$ cat config.mk
export PLATFORM = sky130hd
export DESIGN_NAME = charlieplex_scan
export DESIGN_NICKNAME = d
export VERILOG_FILES = /design/src/rtl/charlieplex_scan.sv
export SDC_FILE = /design/constraint.sdc
export NUM_CORES = 1
export LEC_CHECK = 0
export CORE_MARGIN = 2
export CORE_UTILIZATION = 45
export DETAILED_ROUTE_END_ITERATION = 16
export HOLD_SLACK_MARGIN = 0.02
export PLACE_DENSITY = 0.66
export SKIP_LAST_GASP = 1
export SLEW_MARGIN = 0
export SYNTH_ARGS = -nofsm -noshare
export SYNTH_HDL_FRONTEND = slang
export SYNTH_SLANG_ARGS = --single-unit
$ cat constraint.sdc
create_clock -name clk -period 8.1 [get_ports clk]
set_input_delay 1.62 -clock clk [delete_from_list [all_inputs] [get_ports clk]]
set_output_delay 1.62 -clock clk [all_outputs]
set_load 0.01 [all_outputs]
$ cat src/rtl/charlieplex_scan.sv
// Wishbone-controlled row-by-row PWM scanner for a 7-pin, 42-LED charlieplexed matrix.
// Define CHARLIEPLEX_DOUBLE_BUFFER_EN for front/back pixel buffers with a frame-synchronous swap.
module charlieplex_scan #(
  parameter int TICKS_PER_SLOT = 64
) (
  input  logic       clk,
  input  logic       rst,
  input  logic       wb_cyc_i,
  input  logic       wb_stb_i,
  input  logic       wb_we_i,
  input  logic [5:0] wb_adr_i,
  input  logic [7:0] wb_dat_i,
  output logic [7:0] wb_dat_o,
  output logic       wb_ack_o,
  output logic [6:0] charlieplex_o,
  output logic [6:0] charlieplex_oe
);
  localparam int TW = $clog2(TICKS_PER_SLOT);
  localparam logic [TW-1:0] TICK_LAST = TW'(TICKS_PER_SLOT - 1);
  localparam int NPIX = 42;
  localparam logic [5:0] ADR_CTRL = 6'd42;
  localparam logic [5:0] ADR_FRAME = 6'd43;

  logic          ack_q, ack_d;
  logic [7:0]    dat_q, dat_d;
  logic [5:0]    req_adr_q, req_adr_d;
  logic [3:0]    req_dat_q, req_dat_d;
  logic          req_we_q, req_we_d;
  logic          enable_q, enable_d;
  logic [7:0]    frame_q, frame_d;
  logic [TW-1:0] tick_q, tick_d;
  logic [3:0]    slot_q, slot_d;
  logic [2:0]    row_q, row_d;
  logic [23:0]   latch_q, latch_d;
  logic [6:0]    pin_o_q, pin_o_d, pin_oe_q, pin_oe_d;
  logic [3:0]    back_q [NPIX];
  logic [3:0]    back_d [NPIX];
  logic [3:0]    disp_d [NPIX];
  logic          commit, tick_wrap, slot_wrap, row_wrap;
  logic [7:0]    rd_data;
  logic          unused_bits;

  assign unused_bits = ^wb_dat_i[7:4];

`ifdef CHARLIEPLEX_DOUBLE_BUFFER_EN
  logic [3:0] front_q [NPIX];
  logic [3:0] front_d [NPIX];
  logic       swap_q, swap_d;

  // The new back buffer keeps its contents, which equal the frame just promoted to the front.
  always_comb begin
    swap_d  = swap_q;
    front_d = front_q;
    if (swap_q && (!enable_q || (enable_d && row_wrap))) begin
      swap_d  = 1'b0;
      front_d = back_q;
    end
    if (commit && req_adr_q == ADR_CTRL && req_dat_q[1]) swap_d = 1'b1;
    disp_d = front_d;
  end

  always_ff @(posedge clk or posedge rst) begin
    if (rst) begin
      swap_q <= 1'b0;
      for (int i = 0; i < NPIX; i++) front_q[i] <= '0;
    end else begin
      swap_q  <= swap_d;
      front_q <= front_d;
    end
  end
`else
  logic swap_q;
  assign swap_q = 1'b0;
  always_comb disp_d = back_d;
`endif

  // Requests are captured on the strobe so the write can commit at the end of the ack cycle.
  always_comb begin
    commit    = ack_q & req_we_q;
    ack_d     = wb_cyc_i & wb_stb_i & ~ack_q;
    req_adr_d = req_adr_q;
    req_dat_d = req_dat_q;
    req_we_d  = req_we_q;
    if (ack_d) begin
      req_adr_d = wb_adr_i;
      req_dat_d = wb_dat_i[3:0];
      req_we_d  = wb_we_i;
    end
    rd_data = 8'h00;
    if (wb_adr_i < 6'(NPIX)) rd_data = {4'h0, back_q[wb_adr_i]};
    else if (wb_adr_i == ADR_CTRL) rd_data = {6'h00, swap_q, enable_q};
    else if (wb_adr_i == ADR_FRAME) rd_data = frame_q;
    dat_d = ack_d ? rd_data : 8'h00;
    enable_d = enable_q;
    if (commit && req_adr_q == ADR_CTRL) enable_d = req_dat_q[0];
    back_d = back_q;
    if (commit && req_adr_q < 6'(NPIX)) back_d[req_adr_q] = req_dat_q;
  end

  always_comb begin
    tick_wrap = (tick_q == TICK_LAST);
    slot_wrap = tick_wrap && (slot_q == 4'd15);
    row_wrap  = slot_wrap && (row_q == 3'd6);
    tick_d    = '0;
    slot_d    = '0;
    row_d     = '0;
    frame_d   = frame_q;
    if (enable_d) begin
      tick_d = tick_wrap ? '0 : tick_q + TW'(1);
      slot_d = tick_wrap ? slot_q + 4'd1 : slot_q;
      row_d  = slot_wrap ? (row_wrap ? 3'd0 : row_q + 3'd1) : row_q;
      if (row_wrap) frame_d = frame_q + 8'd1;
    end
  end

  // Brightness for the six column pins of the active row is refreshed only at slot boundaries.
  always_comb begin
    latch_d = latch_q;
    if (!enable_d || tick_wrap) begin
      for (int k = 0; k < 6; k++) latch_d[5'(k * 4) +: 4] = disp_d[6'(int'(row_d) * 6 + k)];
    end
    pin_o_d  = '0;
    pin_oe_d = '0;
    if (enable_d && slot_q != 4'd15) begin
      pin_o_d[row_q]  = 1'b1;
      pin_oe_d[row_q] = 1'b1;
      for (int p = 0; p < 7; p++) begin
        if (p != int'(row_q)) begin
          if (latch_q[5'(((p < int'(row_q)) ? p : p - 1) * 4) +: 4] > slot_q) pin_oe_d[3'(p)] = 1'b1;
        end
      end
    end
  end

  always_ff @(posedge clk or posedge rst) begin
    if (rst) begin
      ack_q     <= 1'b0;
      dat_q     <= '0;
      req_adr_q <= '0;
      req_dat_q <= '0;
      req_we_q  <= 1'b0;
      enable_q  <= 1'b0;
      frame_q   <= '0;
      tick_q    <= '0;
      slot_q    <= '0;
      row_q     <= '0;
      latch_q   <= '0;
      pin_o_q   <= '0;
      pin_oe_q  <= '0;
      for (int i = 0; i < NPIX; i++) back_q[i] <= '0;
    end else begin
      ack_q     <= ack_d;
      dat_q     <= dat_d;
      req_adr_q <= req_adr_d;
      req_dat_q <= req_dat_d;
      req_we_q  <= req_we_d;
      enable_q  <= enable_d;
      frame_q   <= frame_d;
      tick_q    <= tick_d;
      slot_q    <= slot_d;
      row_q     <= row_d;
      latch_q   <= latch_d;
      pin_o_q   <= pin_o_d;
      pin_oe_q  <= pin_oe_d;
      back_q    <= back_d;
    end
  end

  assign wb_ack_o       = ack_q;
  assign wb_dat_o       = dat_q;
  assign charlieplex_o  = pin_o_q;
  assign charlieplex_oe = pin_oe_q;
endmodule

==> run metrics <==
Post-Synth Simple-Gate Area=13.4%; H-Tree Depth=1; die area=35200 um2; cell mode on critical path=buf_4; clk sinks=approximately 240; Yosys cell types=86; fmax=between 150 and 200 MHz; Max Slew Vio Count=0; synthesis-to-layout area growth=10.6%; DRC=0; post-route ant nets=0; Post-DP HPWL=about 35 mm; unrepaired setup endpoints after global routing=false; via/cell ratio=about 6.4; initial DRC count=1788; register clock-pin slew on the reported worst setup and hold paths=about 0.060 ns; most common cell after layout, fill and taps aside=dfrtp_1; num rows=67; most frequent cells in the layout=237 x dfrtp_1, 159 x mux2i_1, 138 x inv_1, 130 x nand2_1, 100 x nor2_1; All-Layer GR Usage=28.5%; Vias=12500; largest stage delay on the critical path=0.83 ns; Place WS=2.27 ns; root buf cell=clkbuf_16; TritonRoute pass-1 iters=5; Clock Latency Late Sink=0.56 ns; Leak=~8.5 nW; Placer Congestion=roughly 0.95; CP Capture Type=flop; gr ovfl total=0; Layout Nets=1528; Antenna Cells=0; pwr dens=180 nW/um2; Synth Area in XOR/XNOR=1.27%; Die H=about 190 um; EDFF count, synth=0; synthesized area=15200 um2; main combinational cell family by area after synthesis=multiplexers; slew margin rel.=10.1%; WL/cell=roughly 26 um; Detailed Route WL=50.1 mm; Post-Syn Area per Cell=10.2 um2; Yosys reg bits=237; worst path cell trace=nor4bb_1 -> nand3_1 -> o2bb2a_1 -> buf_4 -> fa_1 -> buf_4 -> xnor2_2 -> buf_4 -> nand2_1 -> a221oi_1 -> o21ai_0 -> a41oi_1; critical path fanouts, max=28; Port Buffers=37; R2R cell count=12; slowest stage cell, crit path=dfrtp_1; worst vdd ir=about 0.00014 V; status=completed; Final period util=74.6%; Final TNS setup=0 ns; setup violators final=0; Hold Crit Class=reg2reg; Setup crit start kind=flop; Final Skew=0.0104 ns; core area=between 30000 and 40000 um2; Worst-Margin Slew=1.34 ns; Async SR Flop Fraction=100%; cts repair resizes=0; first-pass GRT wire length=76.7 mm; Synth Area in Compound Gates=12.0%; share of post-route cells with drive strength above 1=15.3%; initial core utilization=45.5%; post-CTS setup buffers=0; CP arrival=roughly 6.5 ns; post-route setup slack=2.05 ns; CTS tree=yes; final hold violation count=0; Final min period=6.05 ns; top_reg_cell synth=dfrtp_1; Net Count, Synth=between 1500 and 2000; Seq/Total Area, Yosys=39.1%; Die Width=approximately 190 um; Worst EP required=8.58 ns; number of antenna violations at the first check in global routing=0; hold depth=1; CTS Hold Bufs=0; fill cell count=3102; Synth Area in Adders=2.44%; max_cap viols=0; Post-Synthesis Cells=1494; synth warn=0; CTS max path bufs=3; mux cell area share after synthesis=24.9%; vias in the first global route=12400; largest net degree at the start of global routing=between 100 and 150; kind of critical path=reg2reg; cts bufs inserted=28; IO Pins=42
## per-layer routing
metal	vias up	global-route usage, %	wire length (um)
met4	0	15.6	3110
met5	-	0	0
met2	741	44.3	22400
met3	195	4.53	4780
met1	6145	38.4	19800
li1	5405	-	-
## where the power goes
part	leakage, nW	internal [mW]	total (mW)	switching [mW]
Clock	0.436	0.736	1.24	0.505
Combinational	4.83	0.179	0.444	0.266
Sequential	3.28	1.26	1.34	0.0768
## per-stage QoR
step	hold slack (ns)	util, %	total power [mW]	cells	area, um2
finish	0.457	50.3	3.02	1946	16800
detailed placement	0.453	47.6	1.79	1898	15900
global route	0.495	50.3	3.13	1946	16800
CTS	0.460	50.3	3.02	1946	16800
floorplan	0.433	-	1.65	1494	15200
global placement	0.444	47.6	1.78	1898	15900
## worst max-delay path, delay by kind of cell (launching register included)
kind / cells / cell delay [ns]
AO/OA/AOI/OAI: 4 / 1.27
buffers and inverters: 3 / 1.25
AND/OR/NAND/NOR: 3 / 1.15
flip-flops: 1 / 0.83
adder cells (fa/ha/maj): 1 / 0.79
XOR/XNOR: 1 / 0.62
## synthesized netlist by cell type, drive strengths merged (7+ instances only)
library cell  count  area [um2]
dfrtp           237        5930
mux2i           159        1590
inv             140         526
nand2           130         488
nor2            100         375
mux2             67         762
mux4             63        1420
clkbuf           62         233
buf              54         299
a21oi            40         200
nand3            38         190
o211ai           37         278
o21ai            30         150
nor3             29         145
ha               28         350
a31oi            21         131
o221ai           17         149
xnor2            17         149
nand4            14         100
nand2b           13        88.8
o22ai            13        81.3
a221oi           12         111
nor4             12         100
and3             11        68.8
nor2b            11        68.8
o311ai            9        78.8
a211oi            8        60.1
a41oi             8        70.1
nand3b            8        60.1
a22oi             7        57.6
## sequential cells by signal, indices dropped and copies added, names as in the netlist, 3 cells and up
signal	flops
slot_q	4
charlieplex_o	5
latch_q	16
wb_dat_o	8
row_q	3
frame_q	8
req_adr_q	6
back_q	168
tick_q	6
charlieplex_oe	6
req_dat_q	4
## logic make-up (layout without fill, tap and decap cells)
kind of cell | Yosys count | in the layout
multiplexers | 289 | 289
AND/OR/NAND/NOR | 408 | 408
XOR/XNOR | 22 | 22
flip-flops | 237 | 237
buffers and inverters | 258 | 262
adder cells (fa/ha/maj) | 29 | 29
AO/OA/AOI/OAI | 251 | 251
## path summary, 6_finish.rpt
path	from	to	slack, ns
hold reg to reg	tick_q[0]	tick_q[0]	0.46
setup reg to reg	req_adr_q[1]	latch_q[12]	2.05
max in group asynchronous	rst	slot_q[1]	4.94
min in group asynchronous	rst	back_q[68]	1.65
setup / recovery	req_adr_q[1]	latch_q[12]	2.05
hold / removal	tick_q[0]	tick_q[0]	0.46
## cell type report
type / count / area (um2) / share of cell area [%]
Tap cell: 448 / 561 / 3.34
Sequential cell: 237 / 5930 / 35.3
Multi-Input combinational cell: 999 / 8230 / 49.0
Clock inverter: 5 / 52.6 / 0.313
Inverter: 142 / 537 / 3.20
Clock buffer: 43 / 838 / 5.00
Timing Repair Buffer: 72 / 636 / 3.79
No activity file was read; power rests on OpenSTA's default activity.
